$ cat src/rtl/if_fetch_stage.sv
// Instruction-fetch stage: owns the PC, talks to instruction memory over a
// req/ready handshake and holds the IF/ID register that feeds decode.
// A one-entry skid buffer catches a word that completes while decode stalls,
// and the DISCARD state swallows a fetch made stale by a redirect that
// arrived while the request was still waiting on memory.
module if_fetch_stage #(
  parameter logic [31:0] RESET_PC  = 32'h0000_0000,
  parameter logic [31:0] NOP_INSTR = 32'h0000_0000
) (
  input  logic        clk,
  input  logic        rst,
  input  logic        shouldStall,
  input  logic        shouldJumpOrBranch,
  input  logic [31:0] jumpOrBranchPc,
  input  logic        imem_ready,
  input  logic [31:0] imem_rdata,
  output logic        imem_req,
  output logic [31:0] imem_addr,
  output logic [31:0] id_pc_4,
  output logic [31:0] id_instruction,
  output logic        id_valid,
  output logic [31:0] debug_pc
);

  // FETCH: request outstanding; HOLD: skid full, no request;
  // DISCARD: outstanding request is stale and its data will be dropped.
  // Being in DISCARD is the "redirect pending" condition.
  typedef enum logic [1:0] {
    S_FETCH   = 2'd0,
    S_HOLD    = 2'd1,
    S_DISCARD = 2'd2
  } state_e;

  state_e      state_q, state_d;
  logic [31:0] pc_q, pc_d;
  logic [31:0] skid_q, skid_d;
  logic [31:0] skid_pc4_q, skid_pc4_d;
  logic [31:0] redir_pc_q, redir_pc_d;
  logic [31:0] id_instr_q, id_instr_d;
  logic [31:0] id_pc4_q, id_pc4_d;
  logic        id_valid_q, id_valid_d;

  logic        fetch_done;
  logic [31:0] pc_plus4;

  assign imem_req       = (state_q != S_HOLD);
  assign imem_addr      = pc_q;
  assign debug_pc       = pc_q;
  assign id_pc_4        = id_pc4_q;
  assign id_instruction = id_instr_q;
  assign id_valid       = id_valid_q;

  assign fetch_done = imem_req & imem_ready;
  assign pc_plus4   = pc_q + 32'd4;

  // Next-state selection: stall beats redirect, redirect beats normal flow.
  always_comb begin
    state_d    = state_q;
    pc_d       = pc_q;
    skid_d     = skid_q;
    skid_pc4_d = skid_pc4_q;
    redir_pc_d = redir_pc_q;
    id_instr_d = id_instr_q;
    id_pc4_d   = id_pc4_q;
    id_valid_d = id_valid_q;

    if (shouldStall) begin
      // IF/ID frozen; a redirect request is ignored while decode stalls.
      unique case (state_q)
        S_FETCH: begin
          if (fetch_done) begin
            skid_d     = imem_rdata;
            skid_pc4_d = pc_plus4;
            pc_d       = pc_plus4;
            state_d    = S_HOLD;
          end
        end
        S_DISCARD: begin
          if (fetch_done) begin
            pc_d    = redir_pc_q;
            state_d = S_FETCH;
          end
        end
        default: ;
      endcase
    end else if (shouldJumpOrBranch) begin
      // Squash whatever would enter decode; no delay slot.
      id_instr_d = NOP_INSTR;
      id_valid_d = 1'b0;
      skid_d     = '0;
      skid_pc4_d = '0;
      if (fetch_done || (state_q == S_HOLD)) begin
        pc_d    = jumpOrBranchPc;
        state_d = S_FETCH;
      end else begin
        // Request still waiting: keep the address stable, remember the
        // newest target and throw the eventual data away.
        redir_pc_d = jumpOrBranchPc;
        state_d    = S_DISCARD;
      end
    end else begin
      unique case (state_q)
        S_HOLD: begin
          id_instr_d = skid_q;
          id_pc4_d   = skid_pc4_q;
          id_valid_d = 1'b1;
          state_d    = S_FETCH;
        end
        S_FETCH: begin
          if (fetch_done) begin
            id_instr_d = imem_rdata;
            id_pc4_d   = pc_plus4;
            id_valid_d = 1'b1;
            pc_d       = pc_plus4;
          end else begin
            id_instr_d = NOP_INSTR;
            id_valid_d = 1'b0;
          end
        end
        S_DISCARD: begin
          id_instr_d = NOP_INSTR;
          id_valid_d = 1'b0;
          if (fetch_done) begin
            pc_d    = redir_pc_q;
            state_d = S_FETCH;
          end
        end
        default: ;
      endcase
    end
  end

  // State, PC, skid buffer and IF/ID registers; reset abandons any request.
  always_ff @(posedge clk or negedge rst) begin
    if (!rst) begin
      state_q    <= S_FETCH;
      pc_q       <= RESET_PC;
      skid_q     <= '0;
      skid_pc4_q <= '0;
      redir_pc_q <= '0;
      id_instr_q <= NOP_INSTR;
      id_pc4_q   <= '0;
      id_valid_q <= 1'b0;
    end else begin
      state_q    <= state_d;
      pc_q       <= pc_d;
      skid_q     <= skid_d;
      skid_pc4_q <= skid_pc4_d;
      redir_pc_q <= redir_pc_d;
      id_instr_q <= id_instr_d;
      id_pc4_q   <= id_pc4_d;
      id_valid_q <= id_valid_d;
    end
  end

endmodule
$ cat config.mk
export PLATFORM = sky130hd
export DESIGN_NAME = if_fetch_stage
export DESIGN_NICKNAME = d
export VERILOG_FILES = /design/src/rtl/if_fetch_stage.sv
export SDC_FILE = /design/constraint.sdc
export NUM_CORES = 1
export LEC_CHECK = 0
export CORE_MARGIN = 5
export CORE_UTILIZATION = 56
export CTS_BUF_LIST = sky130_fd_sc_hd__clkbuf_16
export CTS_CLUSTER_SIZE = 20
export DETAILED_ROUTE_END_ITERATION = 8
export PLACE_DENSITY = 0.86
export REMOVE_ABC_BUFFERS = 1
export SETUP_SLACK_MARGIN = 0.1
export SLEW_MARGIN = 5
export SYNTH_ARGS = -nofsm -noshare
export SYNTH_HDL_FRONTEND = slang
export SYNTH_SLANG_ARGS = --single-unit
$ cat constraint.sdc
create_clock -name clk -period 4.1 [get_ports clk]
set_input_delay 0.82 -clock clk [delete_from_list [all_inputs] [get_ports clk]]
set_output_delay 0.82 -clock clk [all_outputs]
set_load 0.03 [all_outputs]
==> summary.md, run 1 <==
| Metric | Value |
|---|---|
| Worst path slowest cell | clkdlybuf4s50_1 |
| # clock sinks | 195 |
| Final number of hold-violating endpoints | 0 |
| Antenna viol nets, final | 0 |
| DR DRC count | 0 |
| Vias in the first global route | ~8,600 |
| IO Port Bufs | approximately 200 |
| Leak | 5.152 nW |
| Worst vdd ir | about 0.52 mV |
| Die Wd | 140.4 um |
| Total gr overflow | 0 |
| Drt initial violations | around 1,000 |
| CTS tree | built |
| Critical Path Max Stage Delay | between 0.6 and 0.7 ns |
| Flop pwr share | 0.355 |
| PwrDens | slightly below 800 nW/um^2 |
| Final Cell Area | around 12,000 um^2 |
| Hold_buf cts | 0 |
| Power Internal | around 5.4 mW |
| Seq cells post-synth | ~200 |
| Crit-path max FO | 12 |
| Setup Buffers After CTS | 0 |
| TritonRoute pass-1 iters | 7 |
| Sequential-to-total area share from yosys stat | 0.5126 |
| Initial antenna violation count | 2 |
| First-pass GRT wire length | about 45 mm |
| Worst EP arrival | 2.23 ns |
| Post-Route WL | ~28 mm |
| Startpoint Class | flip-flop |
| Max-Cap Viols | 0 |
| Avg Cell Area, Syn | around 9.6 um^2 |
| Mapped Cells | around 1,000 |
| Later-pin clock latency in the skew report | 0.45 ns |
| Slew headroom | 0.1413 |
| DP Wirelength | ~18 mm |
| CP Class | reg -> out |
| Gpl congestion | 0.8762 |
| # nets final | between 1,000 and 1,500 |
| Largest net degree at the start of global routing | 102 |
| Post-synthesis async set-or-reset flop share | 1.000 |
| Worst-Margin Slew | about 1.3 ns |
| Most used DFF post-synth | dfrtp_1 |
| Die area | just under 20,000 um^2 |
| Synth top area share | 0.5126 |
| Final Worst Setup Slack | roughly 1.0 ns |
| Final Setup Violations | 0 |
| Starting Density | 0.5720 |
| Slew Limit Fails | 0 |
| CTS Buf Count | 17 |
| Post-Syn Area | around 9500 um^2 |
| Share of layout cells above drive strength 1 | 0.08971 |
| Status | complete, no violations |
| Combinational fraction of design power | 0.453 |
| Placed Area | between 10,000 and 15,000 um^2 |
| I/O pin count | a little under 200 |
| Yosys top cell by area | dfrtp_1 |
| NetSw | roughly 3.9 mW |
| RSZ-0062 raised after global routing | false |
| Via count | 8,622 |
| CP endpoint kind | output pin |
| Largest cells by area after synthesis | dfrtp_1, nand2_1, o21ai_0, nand3_1, mux2_2 |
| Vias per cell | approximately 6.3 |
| Post-synth EDFFs | 0 |
| Overall routing resource usage | 0.2844 |
| Dpl ws | 0.8589 ns |
| Yosys cell types | 57 |
| Final Skew | slightly above 0.009 ns |
| Hold/Removal Path Class | in -> async |
| Crit-path cells | inv_1, ha_1, inv_1, clkdlybuf4s50_1 |
| Final period utilization | 0.7451 |
| H-Tree Depth | 4 |
| Clk network pwr share | 0.192 |
| Max frequency | roughly 330 MHz |
| Reg clk slew, reported paths | 0.07 ns |
| Syn. warnings | 0 |
| Num rows | 47 |
| Shortest period the worst path allows | about 3.1 ns |
| Worst-case clock buffer depth | 2 |
| DR WL/cell | roughly 20 um |
| Worst EP required | between 3 and 4 ns |
| Power Total | roughly 9.3 mW |
| PostCTS Resize Cnt | 0 |
| Switching share of power | 0.4210 |
| Most used cell, CP | inv_1 |
| Layout area overhead | 27.29% |
| Die height | around 140 um |
| Root Driver | clkbuf_16 |
| Core region area | ~17,000 um^2 |
## registers in the layout, indices dropped and copies added, names as in the netlist
register	cells
state_q	2
skid_pc4_q	32
redir_pc_q	32
id_instruction	32
debug_pc	32
id_pc_4	32
skid_q	32
id_valid	1
## critical path, delay by kind of cell, from the launching register on
kind | cells | cell delay (ns)
adder cells (fa/ha/maj) | 1 | 0.44
buffers and inverters | 3 | 0.95
flip-flops | 1 | 0.40
## cells in the mapped netlist, types with 7 or more instances
master / n
xnor2_1: 11
a21o_1: 9
nor2_1: 38
and3_1: 8
a221oi_1: 7
o221ai_1: 11
nand2b_1: 15
nand4_1: 10
a21oi_1: 14
inv_1: 10
mux2_2: 32
a222oi_1: 10
clkbuf_1: 72
dfrtp_1: 195
a22oi_1: 47
and2_1: 7
a211oi_1: 9
xor2_1: 11
nand2_1: 157
nand3_1: 86
mux2i_1: 12
buf_4: 32
o21ai_0: 106
or3_1: 7
## layout by cell type, fill, tap and decap left out, types with 17 or more instances in the layout
cell type	netlist	final
dfrtp_1	195	195
a22oi_1	47	47
clkdlybuf4s50_1	0	197
buf_4	32	19
nand2_1	157	156
nor2_1	38	34
mux2_2	32	32
o21ai_0	106	105
clkbuf_16	0	17
nand3_1	86	86
## kinds of logic after synthesis
family                     after synthesis  synth area share
and+or+nand+nor                        361            0.1780
DFF                                    195            0.5126
buffers and inverters                  117           0.05889
adders and majority gates                5          0.006572
muxes                                   44           0.05047
AOI/OAI and AO/OA                      252            0.1732
xor gates and xnor gates                22           0.02024
## area by class of cell
type                    instances  area (um^2)
well taps                     220        275.3
clock inverters                13        192.7
inverters                      10        37.54
fillers                      1168         4526
clock buffers                  17        425.4
multi-input cells             684         4155
diodes                          1        2.502
flip-flops and latches        195         4880
repair buffers                218         2148
## per-stage QoR
| stage | hold slack [ns] | TNS, ns | util | std cells |
|---|---|---|---|---|
| after floorplan | 0.4605 | -77.69 | - | 889 |
| after global placement | 0.4606 | 0 | 0.6908 | 1327 |
| after detailed placement | 0.4657 | 0 | 0.6908 | 1327 |
| after CTS | 0.4798 | 0 | 0.7279 | 1357 |
| after global routing | 0.5043 | 0 | 0.7281 | 1358 |
| final | 0.4324 | 0 | 0.7281 | 1358 |
## final timing paths
| kind | slack [ns] | cells after the start | start | to |
|---|---|---|---|---|
| setup / recovery | 1.05 | 4 | state_q[1] | imem_req |
| hold / removal | 0.43 | 1 | rst | id_pc_4[6] |
| setup reg to reg | 1.09 | 8 | state_q[1] | skid_q[17] |
| hold reg to reg | 0.48 | 1 | id_pc_4[16] | id_pc_4[16] |
| max in group asynchronous | 2.78 | 2 | rst | id_pc_4[22] |
| min in group clk | 0.48 | 1 | id_pc_4[16] | id_pc_4[16] |
## power groups by stage
stage / clock network [mW] / registers, mW / logic (mW)
2_1_floorplan: 0 / 4.15 / 1.49
3_3_place_gp: 0 / 3.27 / 4.10
3_5_place_dp: 0 / 3.30 / 4.20
4_1_cts: 1.80 / 3.28 / 4.22
5_1_grt: 1.88 / 3.40 / 4.50
6_report: 1.79 / 3.30 / 4.22
## metal layers
| metal | track usage | share of wire |
|---|---|---|
| met3 | 0.05760 | 0.095 |
| met2 | 0.4587 | 0.49 |
| met5 | 0 | 0.00025 |
| met1 | 0.3765 | 0.38 |
| met4 | 0.1193 | 0.032 |
(Power assumes the default switching activity.)
==> run 2: changes to the inputs <==
Settings changed: CORE_UTILIZATION 56 to 52, PLACE_DENSITY 0.86 to 0.81.
Clock period 4.1 ns to 3.13 ns, I/O delays scaled along.
==> run 2 against run 1 <==
Effect of this change:
- routed wire length fell by 2.1%
- global-route usage fell by 3.3 points
- critical path depth did not move
- power rose by 29%
- critical path type unchanged
==> summary.md, run 2 (synthesis gave the netlist of run 1 again) <==
| Metric | Value |
|---|---|
| Layout area overhead | 28.47% |
| Overall routing resource usage | 0.2512 (-0.03313) |
| Final number of hold-violating endpoints | 0 (unchanged) |
| Non-Filler Instances | 1,377 (+1.4%) |
| Vias in the first global route | 8,326 (-3.5%) |
| Worst vdd ir | 0.5943 mV (+14%) |
| CTS tree | built |
| First-pass GRT wire length | 44.01 mm (-3.1%) |
| Final core occ | 0.6785 (-0.04960) |
| Leak | 5.196 nW (+0.85%) |
| Worst-case clock buffer depth | 2 (unchanged) |
| Shortest period the worst path allows | around 3 ns |
| Placed cells | 1,348 (+1.6%) |
| Slew headroom | 0.3205 (+0.1792) |
| Ant. Diodes | 0 (-1) |
| Hold/Removal Path Class | in -> async |
| CP Class | reg -> out |
| Total gr overflow | 0 (unchanged) |
| H-Tree Depth | 4 (unchanged) |
| Largest net degree at the start of global routing | 76 (-25%) |
| Gpl congestion | 0.8975 (+2.4%) |
| Hold_buf cts | 0 (unchanged) |
| Vias per cell | 6.173 (-2.8%) |
| DR DRC count | 0 (unchanged) |
| Drt initial violations | 786 (-24%) |
| IO Port Bufs | 198 (unchanged) |
| Via count | 8,500 (-1.4%) |
| DP Wirelength | 18.62 mm (+3.9%) |
| Root Driver | clkbuf_16 |
| Worst-Margin Slew | 1.016 ns (-0.2672 ns) |
| Startpoint Class | flip-flop |
| # clock sinks | 195 (unchanged) |
| Final Setup Violations | 0 (unchanged) |
| Setup TNS | 0 ns (unchanged) |
| Reg clk slew, reported paths | 0.07 ns (about the same) |
| Initial antenna violation count | 0 (-2) |
| Core region area | 18,020 um^2 (+8.3%) |
| Crit-path max FO | 12 (unchanged) |
| Num rows | 49 (+4.3%) |
| I/O pin count | 199 (unchanged) |
| Setup Buffers After CTS | 0 (unchanged) |
| RSZ-0062 raised after global routing | false |
| DR WL/cell | 19.73 um (-3.4%) |
| Later-pin clock latency in the skew report | 0.43 ns (-0.02 ns) |
| Filler instances | 1,401 (+20%) |
| Commonest non-fill, non-tap cell in the layout | clkdlybuf4s50_1 |
| TritonRoute pass-1 iters | 5 (-2) |
| PostCTS Resize Cnt | 0 (unchanged) |
| Slew Limit Fails | 0 (unchanged) |
| Max-Cap Viols | 0 (unchanged) |
| Share of layout cells above drive strength 1 | 0.09930 (+0.009593) |
| Final Skew | 0.005656 ns (-0.003444 ns) |
| Die Wd | 145.3 um (+3.5%) |
| Final period utilization | 0.9392 |
| Worst EP required | 2.50 ns (-0.78 ns) |
| Most frequent cells in the layout | clkdlybuf4s50_1, dfrtp_1, nand2_1 |
| Max frequency | 340.2 MHz |
| Die area | 21,110 um^2 (+7.1%) |
| Starting Density | 0.5281 (-0.04387) |
| Antenna viol nets, final | 0 (unchanged) |
| Die height | 145.3 um (+3.5%) |
| CTS Buf Count | 17 (unchanged) |
| # nets final | 1,212 (+1.0%) |
| Status | complete, no violations |
| PwrDens | 979.7 nW/um^2 (+27%) |
| Worst EP arrival | 2.31 ns (+0.08 ns) |
| Post-Route WL | 27.17 mm (-2.1%) |
| CP endpoint kind | output pin |
[run 2: cell count changes in the layout (fill, tap and decap cells not counted), moves of 2 or more]
cell	delta
buf_4	+6
clkinvlp_4	+2
buf_12	+6
bufinv_16	-3
[run 2: worst paths after layout]
path                       startpoint  cells past startpoint       endpoint  slack [ns]
setup / recovery           state_q[1]                      4       imem_req        0.19
setup reg to reg           state_q[0]                      7    debug_pc[9]        0.53
hold reg to reg            id_pc_4[9]                      1     id_pc_4[9]        0.48
min in group clk           id_pc_4[9]                      1     id_pc_4[9]        0.48
hold / removal                    rst                      1  redir_pc_q[8]        0.19
max in group asynchronous         rst                      2      skid_q[3]        2.13
[run 2: worst max-delay path: stages (launching register included)]
cell,delay [ns]
dfrtp_1,0.40
inv_1,0.11
ha_1,0.50
inv_1,0.22
clkdlybuf4s50_1,0.65
[run 2: area by class of cell]
cell class              instances  area, um^2  share of cell area
clock buffers                  17       425.4             0.03479
clock inverters                12       118.9            0.009720
flip-flops and latches        195        4880              0.3990
repair buffers                230        2313              0.1892
well taps                     229       286.5             0.02343
inverters                      10       37.54            0.003069
multi-input cells             684        4168              0.3408
[run 2: power breakdown]
group	internal [mW]	switching (mW)	total [mW]
sequential	3.43	0.877	4.31
combinational	2.31	3.28	5.58
clock	1.15	0.936	2.09
[run 2: per-stage QoR]
stage	hold slack [ns]	instance area [um^2]	setup slack (ns)	total power [mW]
6_report	0.1874	12230	0.1903	11.98
5_1_grt	0.2221	12230	0.1028	12.61
4_1_cts	0.2154	12220	0.2619	11.98
3_5_place_dp	0.4653	11680	0.3289	9.892
3_3_place_gp	0.4588	11680	0.3617	9.717
2_1_floorplan	0.3304	8996	-1.949	7.381
[run 2: per-layer routing]
layer,global-route usage,up-vias,share of wire
li1,-,3831,-
met1,0.3396,4223,0.42
met2,0.4077,384,0.49
met3,0.03867,62,0.065
met4,0.1031,0,0.031
met5,0,-,0
==> run 3: changes to the inputs <==
Settings changed: PLACE_DENSITY 0.81 to 0.88.
==> run 3 against run 2 <==
Effect of this change:
- cell count is the same
- critical path type unchanged
- clock power grew 6%
- die area is the same
- highest routed layer unchanged
- first-iteration DRC count grew 35%
- sequential cell count is the same
- via count grew 1.1%
- sequential share of layout area grew 0.057 points
- register-to-register slack lost 0.07 ns
- routed wire length grew 2.3%
- non-clock buffer count shrank 3
- global-route usage grew 0.79 points
==> summary.md, run 3 (synthesis gave the netlist of run 1 again) <==
| Metric | Value |
|---|---|
| Status | complete, no violations |
| # nets final | 1,209 (-0.25%) |
| Initial antenna violation count | 0 (unchanged) |
| CP Class | reg -> out |
| Worst-Margin Slew | 1.038 ns (+0.02160 ns) |
| R2r setup slk | 0.46 ns (-0.07 ns) |
| Commonest non-fill, non-tap cell in the layout | clkdlybuf4s50_1 |
| Worst-case clock buffer depth | 2 (unchanged) |
| Antenna viol nets, final | 0 (unchanged) |
| Largest net degree at the start of global routing | 73 (-3.9%) |
| Share of layout cells above drive strength 1 | 0.1028 (+0.003484) |
| Slew headroom | 0.3061 (-0.01445) |
| Starting Density | 0.5281 (unchanged) |
| Buffers and inverters on the worst path | 3 (unchanged) |
| Most frequent cells in the layout | clkdlybuf4s50_1, dfrtp_1, nand2_1 |
| Max frequency | 347.7 MHz (+2.2%) |
| Dpl ws | 0.2922 ns (-0.03673 ns) |
| PostCTS Resize Cnt | 0 (unchanged) |
| Vias in the first global route | 8,491 (+2.0%) |
| CTS Buf Count | 17 (unchanged) |
| Final period utilization | 0.9188 (-0.02039) |
| IO Port Bufs | 198 (unchanged) |
| Vias per cell | 6.243 (+1.1%) |
| CP endpoint kind | output pin |
| PwrDens | 990.8 nW/um^2 (+1.1%) |
| Post-Route WL | 27.79 mm (+2.3%) |
| Most used cell, CP | inv_1 |
| Layout area overhead | 28.29% |
| Via count | 8,596 (+1.1%) |
| DR WL/cell | 20.18 um (+2.3%) |
| RSZ-0062 raised after global routing | false |
| Slew Limit Fails | 0 (unchanged) |
| Crit-path cells | inv_1, ha_1, inv_1, clkdlybuf4s50_1 |
| Die height | 145.3 um (unchanged) |
| Final number of hold-violating endpoints | 0 (unchanged) |
| Hold/Removal Path Class | in -> async |
| Critical Path Max Stage Delay | 0.64 ns (about the same) |
| Leak | 5.181 nW (-0.29%) |
| Gpl congestion | 0.8858 (-1.3%) |
| Worst vdd ir | 0.5941 mV (about the same) |
| Worst path slowest cell | clkdlybuf4s50_1 |
| Die Wd | 145.3 um (unchanged) |
| Later-pin clock latency in the skew report | 0.44 ns (about the same) |
| Shortest period the worst path allows | 2.876 ns (-0.06381 ns) |
| Final Setup Violations | 0 (unchanged) |
| Reg clk slew, reported paths | 0.07 ns (about the same) |
| Drt initial violations | 1,062 (+35%) |
| Worst EP arrival | 2.25 ns (-0.06 ns) |
| Startpoint Class | flip-flop |
| Worst EP required | 2.50 ns (about the same) |
| H-Tree Depth | 4 (unchanged) |
| Ant. Diodes | 0 (unchanged) |
| TritonRoute pass-1 iters | 6 (+1) |
| Crit-path max FO | 12 (unchanged) |
| # clock sinks | 195 (unchanged) |
| DP Wirelength | 18.35 mm (-1.4%) |
| Hold_buf cts | 0 (unchanged) |
| I/O pin count | 199 (unchanged) |
| Max-Cap Viols | 0 (unchanged) |
| First-pass GRT wire length | 45.04 mm (+2.4%) |
| Critical R2R Launch | state_q[0] |
| Total gr overflow | 0 (unchanged) |
| Setup Buffers After CTS | 0 (unchanged) |
| Num rows | 49 (unchanged) |
| Final Skew | 0.007095 ns (+0.001439 ns) |
| Core region area | 18,020 um^2 (unchanged) |
| DR DRC count | 0 (unchanged) |
| Setup TNS | 0 ns (unchanged) |
| Die area | 21,110 um^2 (unchanged) |
| Overall routing resource usage | 0.2591 (+0.007887) |
| Top cell family by delay on the critical path | buffers and inverters |
| Final Worst Setup Slack | 0.2541 ns (+0.06381 ns) |
| CTS tree | built |
| Root Driver | clkbuf_16 |
| Setup crit start | state_q[1] |
## run 3: worst paths after layout
path	to	cells past startpoint
worst max-delay path	imem_req	4
worst min-delay path	id_pc_4[28]	1
worst max register to register	debug_pc[28]	7
worst min register to register	id_instruction[29]	2
max in group asynchronous	redir_pc_q[24]	2
min in group clk	id_instruction[29]	2
## run 3: layout make-up
class	count	area (um^2)
inverters	10	37.54
multi-input cells	684	4145
repair buffers	227	2266
clock buffers	17	425.4
fillers	1341	5813
clock inverters	15	171.4
flip-flops and latches	195	4880
well taps	229	286.5
## run 3: power by group
part	switching (mW)	total (mW)	internal, mW
logic	3.29	5.56	2.27
clock network	1.02	2.22	1.20
registers	0.893	4.32	3.43
total	5.20	12.1	6.90
## run 3: worst register-to-register path, delay by kind of cell (launching register included)
| family | cells | cell delay [ns] |
|---|---|---|
| buffers and inverters | 2 | 0.40 |
| adders and majority gates | 1 | 0.29 |
| AOI/OAI and AO/OA | 3 | 1.13 |
| DFF | 1 | 0.38 |
| and+or+nand+nor | 1 | 0.39 |
## run 3: layer usage
layer | global-route usage | vias up | share of wire
li1 | - | 3816 | -
met2 | 0.4045 | 482 | 0.49
met4 | 0.1301 | 0 | 0.038
met3 | 0.05301 | 85 | 0.086
met1 | 0.3456 | 4213 | 0.39
met5 | 0 | - | 0
## run 3: through the flow
step                      std cells    util  total power [mW]  area [um^2]  hold WS, ns
after floorplan                 889       -             7.381         8996       0.3304
after global placement         1345  0.6444             9.668        11610       0.4608
after detailed placement       1345  0.6444             9.845        11610       0.4651
after CTS                      1377  0.6775             12.09        12210       0.2165
after global routing           1377  0.6775             12.73        12210       0.2431
final                          1377  0.6775             12.10        12210       0.2005
